[config.mk]
export PLATFORM = sky130hd
export DESIGN_NAME = input_capture_bank
export DESIGN_NICKNAME = d
export VERILOG_FILES = /design/src/rtl/input_capture_bank.sv
export SDC_FILE = /design/constraint.sdc
export NUM_CORES = 1
export LEC_CHECK = 0
export BUFFER_PORTS_ARGS = -buffer_cell sky130_fd_sc_hd__buf_2
export CAP_MARGIN = 10
export CORE_MARGIN = 2
export CORE_UTILIZATION = 51
export DETAILED_ROUTE_END_ITERATION = 12
export PLACE_DENSITY = 0.81
export SLEW_MARGIN = 25
export SYNTH_ARGS = -nofsm -noshare
export SYNTH_HDL_FRONTEND = slang
export SYNTH_SLANG_ARGS = --single-unit
[constraint.sdc]
create_clock -name clk -period 1.6 [get_ports clk]
set_input_delay 0 -clock clk [delete_from_list [all_inputs] [get_ports clk]]
set_output_delay 0 -clock clk [all_outputs]
set_load 0.005 [all_outputs]
[src/rtl/input_capture_bank.sv]
// Multi-channel input capture: synchroniser, per-channel debounce filter, edge
// detector and a mode-selectable registered output (follow/hold/sticky/toggle).
module input_capture_bank #(
    parameter int WIDTH       = 8,
    parameter int SYNC_STAGES = 2,
    parameter int DB_CYCLES   = 4
) (
    input  logic             clk,
    input  logic             rst,
    input  logic [WIDTH-1:0] din,
    input  logic [1:0]       mode,
    input  logic             sample,
    input  logic             clear,
    output logic [WIDTH-1:0] dout,
    output logic [WIDTH-1:0] rise,
    output logic [WIDTH-1:0] fall,
    output logic             any_event
);

    localparam int              CNT_W    = $clog2(DB_CYCLES + 1);
    localparam logic [CNT_W-1:0] CNT_LAST = CNT_W'(DB_CYCLES - 1);

    typedef enum logic [1:0] {
        MODE_FOLLOW = 2'b00,
        MODE_HOLD   = 2'b01,
        MODE_STICKY = 2'b10,
        MODE_TOGGLE = 2'b11
    } mode_t;

    logic [WIDTH-1:0] sync_q [SYNC_STAGES];
    logic [CNT_W-1:0] cnt    [WIDTH];
    logic [WIDTH-1:0] s;
    logic [WIDTH-1:0] f;
    logic [WIDTH-1:0] f_d;

    assign s = sync_q[SYNC_STAGES-1];

    // NOTE: the chain is a handful of flops, not a RAM, so resetting every
    // stage is cheap and keeps a channel held high through reset reporting a rise.
    always_ff @(posedge clk) begin
        if (rst) begin
            for (int i = 0; i < SYNC_STAGES; i++) sync_q[i] <= '0;
        end else begin
            sync_q[0] <= din;
            for (int i = 1; i < SYNC_STAGES; i++) sync_q[i] <= sync_q[i-1];
        end
    end

    // NOTE: non-blocking assignments let every channel read the pre-edge f and
    // cnt, so loop order cannot leak one channel's update into another.
    always_ff @(posedge clk) begin
        if (rst) begin
            f   <= '0;
            f_d <= '0;
            for (int ch = 0; ch < WIDTH; ch++) cnt[ch] <= '0;
        end else begin
            f_d <= f;
            for (int ch = 0; ch < WIDTH; ch++) begin
                if (s[ch] == f[ch]) begin
                    cnt[ch] <= '0;
                end else if (cnt[ch] == CNT_LAST) begin
                    f[ch]   <= s[ch];
                    cnt[ch] <= '0;
                end else begin
                    cnt[ch] <= cnt[ch] + CNT_W'(1);
                end
            end
        end
    end

    // Decoded from two registers only, so the pulses are glitch-free.
    assign rise      = f & ~f_d;
    assign fall      = ~f & f_d;
    assign any_event = |(rise | fall);

    // clear is applied before the rise term so a same-cycle edge is never lost.
    always_ff @(posedge clk) begin
        if (rst) begin
            dout <= '0;
        end else begin
            unique case (mode_t'(mode))
                MODE_FOLLOW: dout <= f;
                MODE_HOLD:   if (sample) dout <= f;
                MODE_STICKY: dout <= (clear ? '0 : dout) | rise;
                MODE_TOGGLE: dout <= (clear ? '0 : dout) ^ rise;
            endcase
        end
    end

endmodule
==> flow_results.org, run 1 <==
** Worst setup path
- Count of cells along the worst register-to-register path :: 4
- Worst reg-to-reg setup slack :: 0.07 ns
- Critical Path Sink Type :: output pin
- Reg-to-reg endpoint :: cnt[0][3]
- In this run the worst setup path terminates at any_event.
- Delay of the slowest cell on the worst path :: 0.35 ns
- CP bufs+invs :: 2
- Walking the worst path, the cells encountered are inv_1, ha_1, nand4_1, or2_4, buf_2.
- Required time of the critical path :: 1.60 ns
- Counting buffers and inverters, the worst setup path is 5 cells deep.
- Setup crit start kind :: flip-flop
- Category of cells accounting for the largest share of critical-path delay :: simple AND/OR/NAND/NOR gates
- Reg2Reg Launch Point :: cnt[0][3]
- The critical path is of the reg -> out type.
- CP max-delay cell :: dfxtp_4
- Critical Path Source :: f[5]
- Largest driver fanout on the critical path :: 2
- At the worst endpoint, the arrival time is 1.59 ns.

** Global route
- Number of antenna violations at the first check in global routing :: 0
- The via count of the first global-routing pass is 2092.
- Total gr overflow :: 0
- Wire length of the first global-routing pass :: 9260 µm
- Entering global routing, the biggest net connects 49 pins.
- Global Route Usage Sum :: 0.191

** Status
- The run finished with clean final reports.

** Cells and area
- Fraction of layout cells with a size suffix above 1 :: 0.218
- At the end of the flow the core is filled with cells to 0.644.
- Cell Count, Final, Fillers Out :: 447
- Growth of design area from synthesis to finish :: 22.8%
- Filler cell count :: 482
- In the final design database the tool counted 421 nets.
- Antenna Cells :: 0

** Timing
- Fin Hold WS :: 0.0502 ns
- The routed design could run at a clock period as short as 1.59 ns.
- For this run, the top clock speed supported by timing is 628 MHz.
- Final hold vios :: 0
- Setup repair after global routing could not meet its margin everywhere.
- In the finished design, the share of the clock period the worst path needs comes to 0.994.
- Setup-failing EPs final :: 0
- Pins over their slew limit :: 0
- For the final database, setup skew stands at 0.00379 ns.

** Power
- Power per unit of standard cell area :: 887 mW/mm²
- For this design the static power due to leakage is 1.63 nW.
- Overall power after layout :: 3.34 mW
- Worst vdd rail ir drop :: 542 µV

** Synthesis
- Netlist area before placement :: 0.00307 mm²
- Post-Syn Area per Cell :: 10.6 µm²
- After synthesis the netlist holds a flip-flop and latch count of 64.
- Count of yosys warnings during synthesis :: 0
- Share of synthesized area occupied by flip-flops and latches :: 0.496
- Synthesis handed over a netlist of 288 instances.
- Count of different cell masters after synthesis :: 21

** Clocking
- After clock tree synthesis, the clock-pin slew on the worst setup and hold paths is 0.07 ns.
- The later pin in the worst-skew pair is clocked with a latency of 0.34 ns.
- Number of clock sinks :: 64
- Worst-case clock buffer depth :: 2
- The tree is rooted in a clkbuf_8.
- Total CTS buffers :: 9
- TritonCTS built the clock tree.
- The clock tree synthesis step divided the H-tree into 3 levels.

** Routing
- Routed Wire Length :: 5560 µm
- After detailed routing, the number of vias per cell comes to 4.66.
- DRC violation total after the first TritonRoute iteration :: 102
- Routed via count :: 2082
- Average wire per cell in the routed design :: 12.4 µm
- The detail route stage leaves a number of antenna-violating nets equal to 0.
- The first detailed-routing pass took 4 iterations.
- For this run, design rule violations remaining after detail routing come to 0.

** Placed design
- At the end of routability-driven placement, the weighted congestion stood at 0.758.
- Including well taps, the total number of placed cells is 423.
- The wire-length estimate of the detail-placed layout is 3870 µm.
- Port-buffer cells :: 38

** Die
- Area of the die :: 0.00665 mm²
- Row Count :: 28
- The total area inside the core boundary comes to 0.00585 mm².
- For this design the top-level I/O count stands at 39.
- The initial utilization of the core area, before any placement, comes to 0.524.
- Die width :: 81.5 µm
- The floorplan step set the die height to 81.5 µm.

** Worst hold path
- Class of the tightest hold or removal check :: in -> reg
- HP Start :: mode[0]

** Job
- Max-cap violations in this run came to 0.
==> cell usage in the layout, fill, tap and decap left out, types with 16 or more instances in the layout <==
master / n
conb_1: 24
ha_1: 39
buf_2: 38
nor2b_1: 16
dfxtp_1: 32
nor2_1: 41
edfxtp_1: 24
inv_1: 47
==> power breakdown <==
part,switching (mW),internal (mW)
registers,0.0260,1.74
clock network,0.627,0.711
logic,0.122,0.113
==> stage by stage <==
stage	worst slack [ns]	cell area [µm²]	setup TNS, ns
6_report	0.00881	3770	0
5_1_grt	-0.0404	3770	-0.0404
2_1_floorplan	0.185	3150	0
3_3_place_gp	0.119	3460	0
3_5_place_dp	0.0518	3460	0
4_1_cts	0.00117	3770	0
==> final cells by class <==
cell class / instances / area (µm²) / share of cell area
Sequential cell: 64 / 1540 / 0.409
Multi-Input combinational cell: 190 / 1430 / 0.379
Timing Repair Buffer: 53 / 335 / 0.0890
Inverter: 49 / 184 / 0.0488
Clock buffer: 10 / 128 / 0.0339
Tap cell: 75 / 93.8 / 0.0249
Clock inverter: 6 / 60.1 / 0.0159
==> sequential cells by signal, indices dropped and copies added, names as in the netlist <==
name	flops
sync_q	16
dout	8
cnt	24
f_d	8
f	8
==> worst min path at each step <==
stage	to	slack (ns)	depth (start not counted)
final	dout[0]	0.05	3
after global routing	dout[7]	0.06	3
after global placement	sync_q[0][7]	0.21	2
after floorplan	sync_q[0][0]	0.13	1
after detailed placement	sync_q[0][7]	0.22	2
after CTS	dout[5]	0.03	3
==> metal layers <==
| metal | vias up | track usage | share of wire | wire (µm) |
|---|---|---|---|---|
| met5 | - | 0 | 0 | 0 |
| met2 | 48 | 0.312 | 0.46 | 2580 |
| met3 | 8 | 0.0571 | 0.052 | 291 |
| met1 | 950 | 0.229 | 0.46 | 2580 |
| li1 | 1076 | - | - | - |
| met4 | 0 | 0.0966 | 0.020 | 110 |
==> cell usage after synthesis <==
library cell  instances  area share
clkbuf_1              3      0.0037
buf_2                 3      0.0049
nand2b_1              9       0.018
nand4_1               2      0.0041
dfxtp_1              40        0.26
conb_1                1      0.0012
o21ai_0               8       0.013
ha_1                 40        0.16
a221oi_2              8       0.039
a2bb2oi_1             8       0.023
or2_2                 1      0.0020
nor2b_1              16       0.033
inv_2                 1      0.0012
and2_1                9       0.018
inv_1                48       0.059
mux2i_1               8       0.026
or3_1                 8       0.016
xnor2_1               8       0.023
buf_4                 2      0.0049
edfxtp_1             24        0.24
nor2_1               41       0.050
==> worst register-to-register path, cell delays in order (launching register included) <==
cell and delay [ns]:
edfxtp_1 0.42, ha_1 0.22, ha_1 0.23, or3_1 0.41, nor2_1 0.11
==> cells by family after synthesis <==
| group | count (synthesis) | share of synthesized area |
|---|---|---|
| buffers and inverters | 57 | 0.0734 |
| AND/OR/NAND/NOR | 86 | 0.142 |
| adder cells (fa/ha/maj) | 40 | 0.163 |
| other | 1 | 0.00122 |
| multiplexers | 8 | 0.0261 |
| flip-flops | 64 | 0.496 |
| XOR/XNOR | 8 | 0.0228 |
| AO/OA/AOI/OAI | 24 | 0.0751 |
==> what timing repair did <==
item / CTS / global route
buffers inserted: 2 / 0
hold buffers: 8 / 0
gates resized for setup: 12 / 5
pin swaps: 2 / 0
endpoints found under the hold margin: 8 / 0
gates cloned: 0 / 0
setup endpoints to repair: 1 / 4
No activity file was read; power rests on OpenSTA's default activity.
==> run 2: changes to the inputs <==
Settings changed: CTS_CLUSTER_SIZE from default to 28, MAX_ROUTING_LAYER from default to met4.
==> flow_results.org, run 2 (same netlist as run 1, synthesis figures left out) <==
** Worst setup path
- STA puts the critical path data arrival time at 1.59 ns.
- Traced cell by cell, the critical path runs through inv_1, ha_1, nand4_1, or2_4, buf_2.
- CP max-delay cell :: dfxtp_4
- Largest driver fanout on the critical path :: 2
- Category of cells accounting for the largest share of critical-path delay :: simple AND/OR/NAND/NOR gates
- CP bufs+invs :: 2
- Setup crit start kind :: flip-flop
- Path type of the worst setup path :: reg -> out
- At the worst endpoint, the required time is 1.60 ns.
- Critical Path Sink Type :: output pin
- In this design, the stage delay of the slowest critical-path cell is 0.35 ns.

** Cells and area
- Registers with the most flip-flops :: cnt x24, sync_q x16
- The register with the most flip-flops in the layout has 24 of them.
- Filler cell count :: 482
- Register with the highest flop count :: cnt
- Most used cells in the layout excluding fill and tap cells :: 47 x inv_1, 41 x nor2_1, 39 x ha_1
- Of the cells placed in the final design, the portion with a size suffix greater than 1 is 0.218.
- From synthesis to final layout, the design area changed by 22.8%.
- Commonest non-fill, non-tap cell in the layout :: inv_1
- Area of all placed cells without fillers :: 0.00377 mm²
- Number of nets in the layout :: 421
- Antenna Cells :: 0

** Clocking
- Number of clock sinks :: 64
- TritonCTS clock tree :: yes
- Clk_lat worst skew :: 0.34 ns
- Buffers inserted during clock tree synthesis total 9.
- Number of H-tree branching levels :: 3
- After clock tree synthesis, the clock-pin slew on the worst setup and hold paths is 0.07 ns.
- Clock tree synthesis selected as its root buffer the cell clkbuf_8.
- The clock passes through at most 2 buffers.

** Global route
- Global routing usage on met3 :: 0.0407
- Met2 layer usage reported by global route :: 0.311
- Summed over all layers, the global routing overflow is 0.
- GR Layer Usage met1 :: 0.232
- The first global-routing pass estimated 9260 µm of wire.
- met2 is the most crowded layer.
- Number of global-route vias before repair :: 2090
- Pin count of the biggest net entering global routing :: 49
- Number of antenna violations at the first check in global routing :: 0
- For this run, the total global-route usage over all layers was measured as 0.197.

** Die
- In this run the vertical extent of the chip is 81.5 µm.
- Initial Utilization :: 0.524
- Die width :: 81.5 µm
- Row Count :: 28
- I/O pin count :: 39
- CORE AREA :: 0.00585 mm²
- Area of the die :: 0.00665 mm²

** Routing
- Dividing the detail-routed via count by the number of cells gives 4.67.
- Routed via count :: 2089
- In the routed design, unresolved DRC markers number 0.
- Routed Wire Length :: 5550 µm
- The detail route stage leaves a number of antenna-violating nets equal to 0.
- The detailed router finished its first iteration with 115 violations.
- Dividing the detail-routed wire length by the instance count gives 12.4 µm.
- Number of detailed-routing iterations run before antenna repair :: 4

** Power
- Overall power after layout :: 3.34 mW
- Sw Ratio :: 0.233
- The analysis attributes to net switching a power of 0.777 mW.
- The share of total power dissipated in combinational logic is 0.070.
- Worst vdd rail ir drop :: 544 µV
- Sequential group share of total power :: 0.529
- The internal power of the cells totals 2.56 mW.
- Power per unit of standard cell area :: 887 mW/mm²
- For this design the static power due to leakage is 1.63 nW.
- Fraction of power consumed by the clock network :: 0.401

** Timing
- The final hold violation count is 0.
- In the post-route analysis, the smallest setup slack over all paths is 0.00534 ns.
- After routing, the total negative slack on setup checks comes to 0 ns.
- Setup violations remaining at the end of the flow were counted as 0.
- Setup repair after global routing could not meet its margin everywhere.
- In this run the tightest slew margin relative to its limit is 0.664.
- Final worst path period need :: 1.59 ns
- Clock Skew :: 0.00401 ns
- Dividing the final minimum period by the clock period gives 0.997.
- Max Fclk :: 627 MHz
- The total count of max-transition violations in the final report is 0.
- At the pin with the least slew margin, the transition time is 0.505 ns.

** Placed design
- At the end of routability-driven placement, the weighted congestion stood at 0.768.
- Once placement finished, the instance area stood at 0.00346 mm².
- During placement, the flow inserted port buffers numbering 38.
- Half-perimeter wire length of the detailed placement result :: 3870 µm
- Timing analysis after detailed placement gives a worst setup slack of 0.0518 ns.

** Job
- Max-cap violations in this run came to 0.

** Worst hold path
- The worst hold path belongs to the class in -> reg.

** Status
- The run finished with clean final reports.
## run 2: cell counts in the layout (fill, tap and decap cells not counted)
No cell type changed its count.
## run 2: power by group through the flow
stage	clock network, mW	registers, mW	logic [mW]
2_1_floorplan	0	1.80	0.149
3_3_place_gp	0	1.80	0.210
3_5_place_dp	0	1.81	0.215
4_1_cts	1.37	1.77	0.234
5_1_grt	1.45	1.77	0.271
6_report	1.34	1.77	0.235
## run 2: layout make-up
cell class	instances	area (µm²)	area share
Timing Repair Buffer	53	335	0.0890
Inverter	49	184	0.0488
Tap cell	75	93.8	0.0249
Clock buffer	10	128	0.0339
Multi-Input combinational cell	190	1430	0.379
Sequential cell	64	1540	0.409
Clock inverter	6	60.1	0.0159
## run 2: path summary, 6_finish.rpt
kind / from / endpoint / slack (ns) / cells past startpoint
setup reg to reg: cnt[0][3] / cnt[0][5] / 0.08 / 4
hold / removal: mode[0] / dout[0] / 0.05 / 3
hold reg to reg: sync_q[0][0] / sync_q[0][8] / 0.44 / 1
setup / recovery: f[5] / any_event / 0.005 / 5
## run 2: worst min-delay path: cells and delay by family
family,cells,cell delay (ns)
AO/OA/AOI/OAI,2,0.17
buffers and inverters,1,0.16
## run 2: routing by layer
metal  vias up  wire length (µm)
met5         -                 0
met4         0               153
met3        12               240
met2        43              2580
met1       957              2580
li1       1077                 -
## run 2: timing repair
| item | in CTS | in global routing |
|---|---|---|
| hold buffers | 8 | 0 |
| endpoints found under the hold margin | 8 | 0 |
| endpoints found under the setup margin | 1 | 4 |
| resized for setup | 12 | 5 |
| setup buffers | 2 | 0 |
| pin swaps | 2 | 0 |
## run 2: through the flow
step | instances | hold slack, ns | util
2_1_floorplan | 311 | 0.128 | -
3_3_place_gp | 423 | 0.206 | 0.592
3_5_place_dp | 423 | 0.215 | 0.592
4_1_cts | 448 | 0.0258 | 0.644
5_1_grt | 447 | 0.0640 | 0.644
6_report | 447 | 0.0486 | 0.644
==> run 3: changes to the inputs <==
Settings changed: SETUP_SLACK_MARGIN from default to 0.05.
==> flow_results.org, run 3 (same netlist as run 1, synthesis figures left out) <==
** Routing
- DRC violation total after the first TritonRoute iteration :: 130
- After detailed routing, the number of remaining DRC violations is 0.
- The final layout contains routed wiring with a total length of 5970 µm.
- Routed via count :: 2163
- Via-per-instance ratio :: 4.70
- Routed Antenna Nets :: 0
- Average wire per cell in the routed design :: 13.0 µm
- The first detailed-routing pass took 4 iterations.

** Cells and area
- Cell Count, Final, Fillers Out :: 460
- Most used cells in the layout excluding fill and tap cells :: 42 x inv_1, 40 x nor2_1, 37 x buf_2
- Leaving out fill and tap cells, the most frequent cell in the layout is inv_1.
- Antenna Cells :: 0
- Register with the highest flop count :: cnt
- Relative to the synthesized area, the layout overhead comes to 28.7%.
- Number of nets in the layout :: 434
- Of the cells placed in the final design, the portion with a size suffix greater than 1 is 0.283.
- Registers with the most flip-flops :: cnt x24, sync_q x16
- Filler cell count :: 461
- Final core utilization :: 0.675
- Max FFs per register :: 24

** Clocking
- TritonCTS clock tree :: yes
- The clock passes through at most 2 buffers.
- Clk_lat worst skew :: 0.34 ns
- The H-tree was split into 3 levels.
- Total CTS buffers :: 9
- The clock net in this run drives a total of 64 sinks.
- Clock slew at reported path FFs :: 0.07 ns
- Buffer type at the clock tree root :: clkbuf_8

** Worst setup path
- The cell that appears most often on the critical path is ha_1.
- In this run the worst path has a maximum fanout of 4.
- The worst setup path is launched from a flip-flop.
- By startpoint and endpoint, the worst setup path is classified as reg -> reg.
- At the worst endpoint, the arrival time is 1.80 ns.
- Required time of the critical path :: 1.80 ns
- Delay of the slowest cell on the worst path :: 0.35 ns
- Chain of cells forming the critical path :: buf_4, ha_1, inv_1, ha_1, and2_1, o21ai_1, a221oi_2
- CP max-delay cell :: dfxtp_4
- STA classifies the critical path endpoint as a flip-flop.
- Together, buffers and inverters on the worst path number 2.
- Category of cells accounting for the largest share of critical-path delay :: adder cells

** Die
- Measured along the x axis, the die boundary spans 81.5 µm.
- Initial Utilization :: 0.524
- The die is 81.5 µm tall.
- Row Count :: 28
- The floorplan step defined a die boundary enclosing 0.00665 mm².
- CORE AREA :: 0.00585 mm²
- I/O pin count :: 39

** Power
- In this run the power density over the cells is 851 mW/mm².
- In this run the static leakage power is 1.71 nW.
- Worst vdd rail ir drop :: 553 µV

** Status
- The flow ran to the end, but the final reports show violations.
- Violations in the final reports :: setup timing

** Placed design
- Port-buffer cells :: 38
- Including well taps, the total number of placed cells is 423.
- The congestion estimate from routability-driven global placement came to 0.768.
- Half-perimeter wire length of the detailed placement result :: 3870 µm
- Post-place setup slack :: 0.0518 ns

** Timing
- On the final layout, the worst clock skew is 0.00401 ns.
- Setup TNS :: -0.00870 ns
- Setup violations remaining at the end of the flow were counted as 1.
- The total count of max-transition violations in the final report came to 0.
- Headroom to the max-slew limit came out at 0.631.
- Dividing the final minimum period by the clock period gives 1.01.
- At the pin with the least slew margin, the transition time is 0.554 ns.
- Final worst path period need :: 1.61 ns
- RSZ-0062 raised after global routing :: true
- Timing would allow up to 622 MHz.
- Final hold vios :: 0
- Worst-case setup margin in the final layout :: -0.00870 ns

** Global route
- Number of antenna violations at the first check in global routing :: 0
- The first global-routing pass estimated 9320 µm of wire.
- Summed over all layers, the global routing overflow is 0.
- Global Route Usage Sum :: 0.198
- The via count of the first global-routing pass was 2107.
- Entering global routing, the biggest net connects 49 pins.

** Worst hold path
- Class of the tightest hold or removal check :: in -> reg

** Job
- Max-cap violations in this run came to 0.
## run 3: cell types whose count changed in the layout (fill, tap and decap cells not counted), moves of 3 or more
| cell | previous run | this run |
|---|---|---|
| o21ai_0 | 6 | 3 |
| buf_4 | 6 | 15 |
| ha_1 | 39 | 36 |
| or3_4 | 1 | 5 |
| inv_1 | 47 | 42 |
| or3_1 | 7 | 3 |
| inv_2 | 2 | 6 |
| buf_6 | 0 | 5 |
## run 3: final cells by class
| cell class | instances | area, µm² | area share |
|---|---|---|---|
| clock buffers | 10 | 128 | 0.0323 |
| multi-input cells | 190 | 1480 | 0.376 |
| flip-flops and latches | 64 | 1540 | 0.390 |
| clock inverters | 6 | 60.1 | 0.0152 |
| repair buffers | 66 | 454 | 0.115 |
| well taps | 75 | 93.8 | 0.0238 |
| inverters | 49 | 186 | 0.0472 |
## run 3: worst register-to-register path: cells and delay by family, from the launching register on
family | cells | cell delay (ns)
compound gates | 2 | 0.30
fa+ha+maj | 2 | 0.43
buf+inv | 2 | 0.22
flops | 1 | 0.35
simple gates | 1 | 0.17
## run 3: stage by stage
stage | total power [mW] | cell area, µm² | hold slack (ns)
after global placement | 2.01 | 3460 | 0.206
after detailed placement | 2.02 | 3460 | 0.215
after global routing | 3.51 | 3950 | 0.0145
after CTS | 3.37 | 3810 | 0.0258
after floorplan | 1.95 | 3150 | 0.128
final | 3.36 | 3950 | 0.00189
## run 3: where the power goes
part	switching, mW	total (mW)	internal (mW)
registers	0.0259	1.76	1.74
clock network	0.627	1.34	0.711
logic	0.133	0.258	0.126
total	0.785	3.36	2.57
## run 3: final timing paths
check / cells after the start / end / startpoint / slack, ns
setup / recovery: 7 / dout[6] / f[6] / -0.009
hold / removal: 3 / dout[5] / mode[0] / 0.002
setup reg to reg: 7 / dout[6] / f[6] / -0.009
hold reg to reg: 1 / sync_q[0][8] / sync_q[0][0] / 0.44
## run 3: what timing repair did
item                                    4_1_cts  5_1_grt
resized for setup                            17       26
pin swaps                                     4       10
endpoints found under the hold margin         8        0
hold buffers                                  8        0
setup buffers                                 5        9
endpoints found under the setup margin        1       17
## run 3: metal layers
metal | part of all wire | GRT usage | wire [µm]
met1 | 0.45 | 0.230 | 2710
met3 | 0.047 | 0.0418 | 280
met4 | 0.026 | 0.119 | 154
met5 | 0 | - | 0
met2 | 0.47 | 0.316 | 2830
